`src/rtl/comp_filter_mc.sv`:
```
// comp_filter_mc
// Time-multiplexed complementary attitude filter for CH channels. Each update
// computes, per channel and in ascending order:
//   angle = a_eff*(angle + (gyro >>> DT_SHIFT)) + (2^ALPHA_W - a_eff)*acc
// rounded half up and scaled back by 2^ALPHA_W. a_eff is alpha for channels
// whose acc_mask bit is set, and 1.0 otherwise, so those channels become pure
// gyro integrators. A single multiplier is shared between the two products of
// each channel, which takes two cycles per channel.
//
// Ports:
//   clk, rst_n       system clock, asynchronous active-low reset
//   start            one-cycle pulse, begins an update (IDLE only)
//   clear            zeroes all angle state (IDLE only, wins over start)
//   alpha            unsigned blend weight, clamped to 2^ALPHA_W
//   acc_mask         per-channel enable of the accelerometer blend
//   gyro_in, acc_in  packed signed samples, channel c at [c*DATA_W +: DATA_W]
//   angle_out        packed signed filtered angles (registered state)
//   busy             high while an update is in progress, including DONE
//   done             one-cycle pulse when all channels are written
//   sat              high with done if any channel clipped in that update
//
// Build option: define FILTER_SAT_EN to clamp out-of-range results to the
// DATA_W signed range and report it on sat. Without it results wrap
// (two's complement), which keeps +/-180 degree encodings continuous, and sat
// is tied low.
//
// States:
//   IDLE  | waiting for start; clear honoured here
//   MUL_A | acc_reg = a_eff * (angle + gyro*dt) for channel ch
//   MUL_B | add (1 - a_eff) * acc, round, clip/wrap, write angle[ch]
//   DONE  | done pulse, sat reported; back to IDLE

module comp_filter_mc #(
  parameter int DATA_W   = 16,
  parameter int CH       = 3,
  parameter int ALPHA_W  = 8,
  parameter int DT_SHIFT = 8
) (
  input  logic                   clk,
  input  logic                   rst_n,
  input  logic                   start,
  input  logic                   clear,
  input  logic [ALPHA_W:0]       alpha,
  input  logic [CH-1:0]          acc_mask,
  input  logic [CH*DATA_W-1:0]   gyro_in,
  input  logic [CH*DATA_W-1:0]   acc_in,
  output logic [CH*DATA_W-1:0]   angle_out,
  output logic                   busy,
  output logic                   done,
  output logic                   sat
);

  localparam int PW = DATA_W + ALPHA_W + 3;
  localparam int CW = (CH > 1) ? $clog2(CH) : 1;
  localparam logic [ALPHA_W:0]        ALPHA_ONE = {1'b1, {ALPHA_W{1'b0}}};
  localparam logic signed [PW-1:0]    RND       = PW'(1) << (ALPHA_W - 1);
  localparam logic [CW-1:0]           CH_LAST   = CW'(CH - 1);

  typedef enum logic [1:0] {IDLE, MUL_A, MUL_B, DONE} state_t;

  state_t state_q, state_d;
  logic [CW-1:0]                ch_q, ch_d;
  logic [ALPHA_W:0]             alpha_sh_q, alpha_sh_d;
  logic [CH-1:0]                mask_sh_q, mask_sh_d;
  logic signed [DATA_W-1:0]     gyro_sh_q [CH];
  logic signed [DATA_W-1:0]     gyro_sh_d [CH];
  logic signed [DATA_W-1:0]     acc_sh_q [CH];
  logic signed [DATA_W-1:0]     acc_sh_d [CH];
  logic signed [DATA_W-1:0]     angle_q [CH];
  logic signed [DATA_W-1:0]     angle_d [CH];
  logic signed [PW-1:0]         acc_reg_q, acc_reg_d;
`ifdef FILTER_SAT_EN
  logic                         sat_flag_q, sat_flag_d;
`endif

  // Shared datapath
  logic [ALPHA_W:0]             a_eff;
  logic signed [DATA_W-1:0]     angle_cur, gyro_cur, acc_cur, gyro_dt;
  logic signed [DATA_W:0]       pred;
  logic signed [ALPHA_W+1:0]    mul_x;
  logic signed [DATA_W:0]       mul_y;
  logic signed [PW-1:0]         mul_p, sum, rnd_sum, res_wide;
  logic signed [DATA_W-1:0]     res;
  logic                         clip;

  always_comb begin
    angle_cur = angle_q[ch_q];
    gyro_cur  = gyro_sh_q[ch_q];
    acc_cur   = acc_sh_q[ch_q];
    a_eff     = mask_sh_q[ch_q] ? alpha_sh_q : ALPHA_ONE;
    gyro_dt   = gyro_cur >>> DT_SHIFT;
    pred      = {angle_cur[DATA_W-1], angle_cur} + {gyro_dt[DATA_W-1], gyro_dt};
    if (state_q == MUL_B) begin
      mul_x = {1'b0, ALPHA_ONE - a_eff};
      mul_y = {acc_cur[DATA_W-1], acc_cur};
    end else begin
      mul_x = {1'b0, a_eff};
      mul_y = pred;
    end
    // Both operands sign-extended to PW; the true product always fits, so the
    // truncated unsigned product is the exact signed result.
    mul_p    = {{(PW-ALPHA_W-2){mul_x[ALPHA_W+1]}}, mul_x} *
               {{(PW-DATA_W-1){mul_y[DATA_W]}}, mul_y};
    sum      = acc_reg_q + mul_p;
    rnd_sum  = sum + RND;
    res_wide = rnd_sum >>> ALPHA_W;
  end

`ifdef FILTER_SAT_EN
  localparam logic signed [PW-1:0] MAX_V = PW'((2**(DATA_W-1)) - 1);
  localparam logic signed [PW-1:0] MIN_V = PW'(-(2**(DATA_W-1)));

  always_comb begin
    clip = 1'b0;
    res  = res_wide[DATA_W-1:0];
    if (res_wide > MAX_V) begin
      clip = 1'b1;
      res  = MAX_V[DATA_W-1:0];
    end else if (res_wide < MIN_V) begin
      clip = 1'b1;
      res  = MIN_V[DATA_W-1:0];
    end
  end
`else
  logic unused_res_hi;
  assign res  = res_wide[DATA_W-1:0];
  assign clip = 1'b0;
  assign unused_res_hi = ^{res_wide[PW-1:DATA_W], clip};
`endif

  // State register and datapath flops
  always_ff @(posedge clk or negedge rst_n) begin
    if (!rst_n) begin
      state_q    <= IDLE;
      ch_q       <= '0;
      alpha_sh_q <= '0;
      mask_sh_q  <= '0;
      acc_reg_q  <= '0;
      for (int i = 0; i < CH; i++) begin
        gyro_sh_q[i] <= '0;
        acc_sh_q[i]  <= '0;
        angle_q[i]   <= '0;
      end
`ifdef FILTER_SAT_EN
      sat_flag_q <= 1'b0;
`endif
    end else begin
      state_q    <= state_d;
      ch_q       <= ch_d;
      alpha_sh_q <= alpha_sh_d;
      mask_sh_q  <= mask_sh_d;
      acc_reg_q  <= acc_reg_d;
      gyro_sh_q  <= gyro_sh_d;
      acc_sh_q   <= acc_sh_d;
      angle_q    <= angle_d;
`ifdef FILTER_SAT_EN
      sat_flag_q <= sat_flag_d;
`endif
    end
  end

  // Next state
  always_comb begin
    state_d = state_q;
    case (state_q)
      IDLE:    if (start && !clear) state_d = MUL_A;
      MUL_A:   state_d = MUL_B;
      MUL_B:   state_d = (ch_q == CH_LAST) ? DONE : MUL_A;
      DONE:    state_d = IDLE;
      default: state_d = IDLE;
    endcase
  end

  // Datapath next values
  always_comb begin
    ch_d       = ch_q;
    alpha_sh_d = alpha_sh_q;
    mask_sh_d  = mask_sh_q;
    acc_reg_d  = acc_reg_q;
    gyro_sh_d  = gyro_sh_q;
    acc_sh_d   = acc_sh_q;
    angle_d    = angle_q;
`ifdef FILTER_SAT_EN
    sat_flag_d = sat_flag_q;
`endif
    case (state_q)
      IDLE: begin
        if (clear) begin
          for (int i = 0; i < CH; i++) angle_d[i] = '0;
        end else if (start) begin
          alpha_sh_d = (alpha > ALPHA_ONE) ? ALPHA_ONE : alpha;
          mask_sh_d  = acc_mask;
          for (int i = 0; i < CH; i++) begin
            gyro_sh_d[i] = gyro_in[i*DATA_W +: DATA_W];
            acc_sh_d[i]  = acc_in[i*DATA_W +: DATA_W];
          end
          ch_d = '0;
`ifdef FILTER_SAT_EN
          sat_flag_d = 1'b0;
`endif
        end
      end
      MUL_A: acc_reg_d = mul_p;
      MUL_B: begin
        angle_d[ch_q] = res;
        ch_d = (ch_q == CH_LAST) ? '0 : ch_q + CW'(1);
`ifdef FILTER_SAT_EN
        sat_flag_d = sat_flag_q | clip;
`endif
      end
      default: ;
    endcase
  end

  // Outputs
  always_comb begin
    busy = (state_q != IDLE);
    done = (state_q == DONE);
`ifdef FILTER_SAT_EN
    sat  = (state_q == DONE) && sat_flag_q;
`else
    sat  = 1'b0;
`endif
    for (int i = 0; i < CH; i++) angle_out[i*DATA_W +: DATA_W] = angle_q[i];
  end

endmodule

```
`config.mk`:
```
export PLATFORM = sky130hd
export DESIGN_NAME = comp_filter_mc
export DESIGN_NICKNAME = d
export VERILOG_FILES = /design/src/rtl/comp_filter_mc.sv
export SDC_FILE = /design/constraint.sdc
export NUM_CORES = 1
export LEC_CHECK = 0
export BUFFER_PORTS_ARGS = -buffer_cell sky130_fd_sc_hd__buf_2
export CORE_MARGIN = 3
export CORE_UTILIZATION = 51
export DETAILED_ROUTE_END_ITERATION = 6
export PLACE_DENSITY = 0.83
export SETUP_SLACK_MARGIN = 0.2
export SLEW_MARGIN = 20
export SYNTH_ARGS = -nofsm -noshare
export SYNTH_HDL_FRONTEND = slang
export SYNTH_SLANG_ARGS = --single-unit
```
`constraint.sdc`:
```
create_clock -name clk -period 13.9 [get_ports clk]
set_clock_uncertainty 0.1 [all_clocks]
set_input_delay 1.39 -clock clk [delete_from_list [all_inputs] [get_ports clk]]
set_output_delay 1.39 -clock clk [all_outputs]
set_load 0.02 [all_outputs]
```
==> run_results.csv <==
group,metric,value,unit
cells_and_area,antenna_cells,0,
clock_network,ctsResizeCount,0,
worst_setup_path,timing.critical_path.fanout_max,49,
worst_setup_path,crit_path_max_incr_delay,0.82,ns
logic_synthesis,post_synth_instance_area,14100,um2
logic_synthesis,synth_top_family_by_area,"adder cells",
drt,initialDrtViolationCount,958,
timing,finalSetupViolCount,0,
floorplanning,die_y,172,um
logic_synthesis,ys.warnings.count,0,
clock_network,clock_latency,0.45,ns
worst_setup_path,r2r_end,"angle_out[47]$_DFFE_PN0P_",
cells_and_area,synthToLayoutAreaGrowth,11.4,%
worst_setup_path,critical_path.startpoint_type,"register",
timing,final-hold-violation-count,0,
cells_and_area,layout.cells.most_common,"nand2_1",
clock_network,cts.sinks,160,
worst_setup_path,setup.worst_path.class,"register to register",
global_route,grt_first_pass_wirelength,59.9,mm
timing,maxSlewHeadroom,30.5,%
logic_synthesis,synth_flop_cell,"dfrtp_1",
drt,postRouteWirelength,36.2,mm
logic_synthesis,synth_fp_nets,1971,
worst_setup_path,worst_path_max_delay_cell,"a21oi_1",
placement,port-buffer-count,137,
worst_setup_path,setup.reg_to_reg.worst_slack,1.79,ns
clock_network,cts_max_path_buffers,2,
drt,drt-vias-per-instance,5.69,
floorplanning,core_footprint,27000,um2
timing,unrepaired_setup_endpoints_after_global_routing,"no",
clock_network,htreeDepth,4,
drt,antenna_left,0,
global_route,grt.overflow.total,0,
logic_synthesis,synthArstFlopShare,100,%
timing,final.min_clock_period,12.11,ns
logic_synthesis,synth-simple-area-share,19.3,%
global_route,pin_count_of_the_biggest_net_entering_global_routing,92,
worst_setup_path,worstPathArrival,12.30,ns
clock_network,cts.repair_timing.setup_buffer_count,0,
logic_synthesis,ys_ff_latch,160,
logic_synthesis,synth_compound_area_share,10.8,%
logic_synthesis,seq_area_frac_synth,28.5,%
cells_and_area,layout_net_count,2075,
floorplanning,start_util,52.1,%
cells_and_area,most_frequent_cells_in_the_layout,"415 x nand2_1, 160 x inv_1, 159 x dfrtp_1, 136 x buf_2, 118 x fa_1",
job,number_of_max_cap_violations,0,
status,status,"completed",
global_route,antenna_violations_before_repair,0,
worst_setup_path,endpoint_kind,"register",
logic_synthesis,number_of_enable_type_register_cells_in_the_synthesized_netlist,0,
logic_synthesis,postSynthAreaPerCell,8.64,um2
logic_synthesis,muxShareOfSynthArea,4.44,%
hold_path,worstHoldStart,"gyro_sh_q[45]$_DFFE_PN0P_",
clock_network,worst_setup_hold_path_clk_slew,0.08,ns
cells_and_area,final_core_util,58.0,%
placement,place.gp.congestion,0.939,
hold_path,timing.hold.worst_endpoint,"gyro_sh_q[45]$_DFFE_PN0P_",
drt,remaining_drcs,0,
logic_synthesis,synth-xor-area-share,3.89,%
floorplanning,placementRows,60,
global_route,via_count_of_the_first_global_routing_pass,12143,
hold_path,timing.hold.worst_path_depth,2,
clock_network,total_clock_buffers_created_by_cts,17,
timing,final_max_slew_viol_count,0,
cells_and_area,post_route_cells_drive_above_1_share,13.2,%
clock_network,cts.hold.buffers_added,0,
global_route,grt_use_total,25.3,%
cells_and_area,nFillCells,2271,
logic_synthesis,adder_cell_share_of_the_synthesized_area,26.7,%
timing,fmax,0.0826,GHz
worst_setup_path,timing.critical_path.required,14.09,ns
clock_network,cts_root_buf,"clkbuf_16",
timing,final_layout_setup_total_negative_slack,0,ns
placement,dpl.hpwl,27.2,mm
floorplanning,ioPinCount,163,
timing,final.hold.worst_slack,0.376,ns
hold_path,hp-class,"register to register",
floorplanning,floorplan.die.width,172,um
logic_synthesis,post_synth_inst_count,1629,
drt,drtPass1Iterations,7,
clock_network,clock_tree_from_tritoncts,"yes",
drt,post_drt_wl_per_cell,17.3,um
logic_synthesis,synth.lib_cells_used.distinct,68,
worst_setup_path,ff2ff_path_depth,43,
drt,route.vias.total,11877,
floorplanning,die_footprint,29600,um2
timing,worstMarginPinSlew,1.04,ns
worst_setup_path,r2r_start,"ch_q[0]$_DFFE_PN0P_",
timing,post-route-period-util,87.1,%
==> area by class of cell <==
cell class	instances	area, um2	area share, %
Multi-Input combinational cell	1238	9200	58.7
Sequential cell	160	4010	25.6
Timing Repair Buffer	156	835	5.32
Inverter	160	601	3.83
Tap cell	341	427	2.72
Clock buffer	17	425	2.71
Clock inverter	15	185	1.18
==> critical path, delay by kind of cell (launching register included) <==
kind            cells  cell delay, ns
buf+inv             7            1.06
flops               1            0.33
fa+ha+maj           9            3.80
compound gates     20            4.82
simple gates        5            1.47
xor+xnor            2            0.36
==> worst max-delay path by stage <==
stage	start	to	depth (start not counted)
after floorplan	ch_q[1]$_DFFE_PN0P_	angle_out[15]$_DFFE_PN0P_	44
after global placement	ch_q[0]$_DFFE_PN0P_	angle_out[15]$_DFFE_PN0P_	43
after detailed placement	ch_q[0]$_DFFE_PN0P_	angle_out[47]$_DFFE_PN0P_	43
after CTS	ch_q[0]$_DFFE_PN0P_	angle_out[31]$_DFFE_PN0P_	43
after global routing	ch_q[0]$_DFFE_PN0P_	angle_out[31]$_DFFE_PN0P_	43
final	ch_q[0]$_DFFE_PN0P_	angle_out[47]$_DFFE_PN0P_	43
==> synth_stat cells, drive strengths merged, types with 4 or more instances <==
| cell | count | share of area [%] |
|---|---|---|
| xor2 | 18 | 1.1 |
| o31ai | 8 | 0.43 |
| a21o | 19 | 1.0 |
| a41oi | 4 | 0.25 |
| a21oi | 59 | 2.1 |
| nand4 | 8 | 0.36 |
| mux2i | 41 | 2.9 |
| nor2b | 8 | 0.36 |
| mux2 | 19 | 1.5 |
| ha | 112 | 10 |
| nand2b | 13 | 0.63 |
| inv | 160 | 4.3 |
| or3 | 4 | 0.18 |
| buf | 15 | 0.52 |
| nor4 | 4 | 0.22 |
| o21ai | 110 | 4.0 |
| clkbuf | 56 | 1.5 |
| and2 | 19 | 0.84 |
| a211oi | 9 | 0.48 |
| nand3 | 42 | 1.5 |
| nor3b | 4 | 0.21 |
| xnor2 | 41 | 2.6 |
| fa | 118 | 17 |
| nand2 | 416 | 11 |
| nor2 | 83 | 2.2 |
| nor3 | 17 | 0.68 |
| o21a | 10 | 0.53 |
| nand3b | 11 | 0.59 |
| dfrtp | 160 | 28 |
==> flip-flops by register name, indices dropped and copies added (netlist names) <==
register / flops
acc_sh_q: 48
angle_out: 48
acc_reg_q: 24
gyro_sh_q: 24
alpha_sh_q: 9
mask_sh_q: 3
ch_q: 2
state_q: 2
==> cell families after synthesis <==
kind of cell,Yosys count
xor+xnor,60
compound gates,250
mux,60
other cells,1
fa+ha+maj,230
buf+inv,231
simple gates,637
flops,160
==> routing by layer <==
layer,vias to the layer above,track usage [%],share of wire (%)
li1,5518,-,-
met1,5740,33.0,41
met2,524,42.0,48
met3,95,5.19,8.1
met4,0,9.55,3.4
met5,-,0,0
==> stage by stage <==
| stage | worst slack (ns) | std cells | area (um2) |
|---|---|---|---|
| 2_1_floorplan | 3.11 | 1629 | 14100 |
| 3_3_place_gp | 2.22 | 2055 | 15100 |
| 3_5_place_dp | 2.01 | 2055 | 15100 |
| 4_1_cts | 1.90 | 2087 | 15700 |
| 5_1_grt | 1.11 | 2087 | 15700 |
| 6_report | 1.79 | 2087 | 15700 |
Power is not shown: default switching activity piles up to over one toggle a cycle in this logic, so the estimate is an artifact.
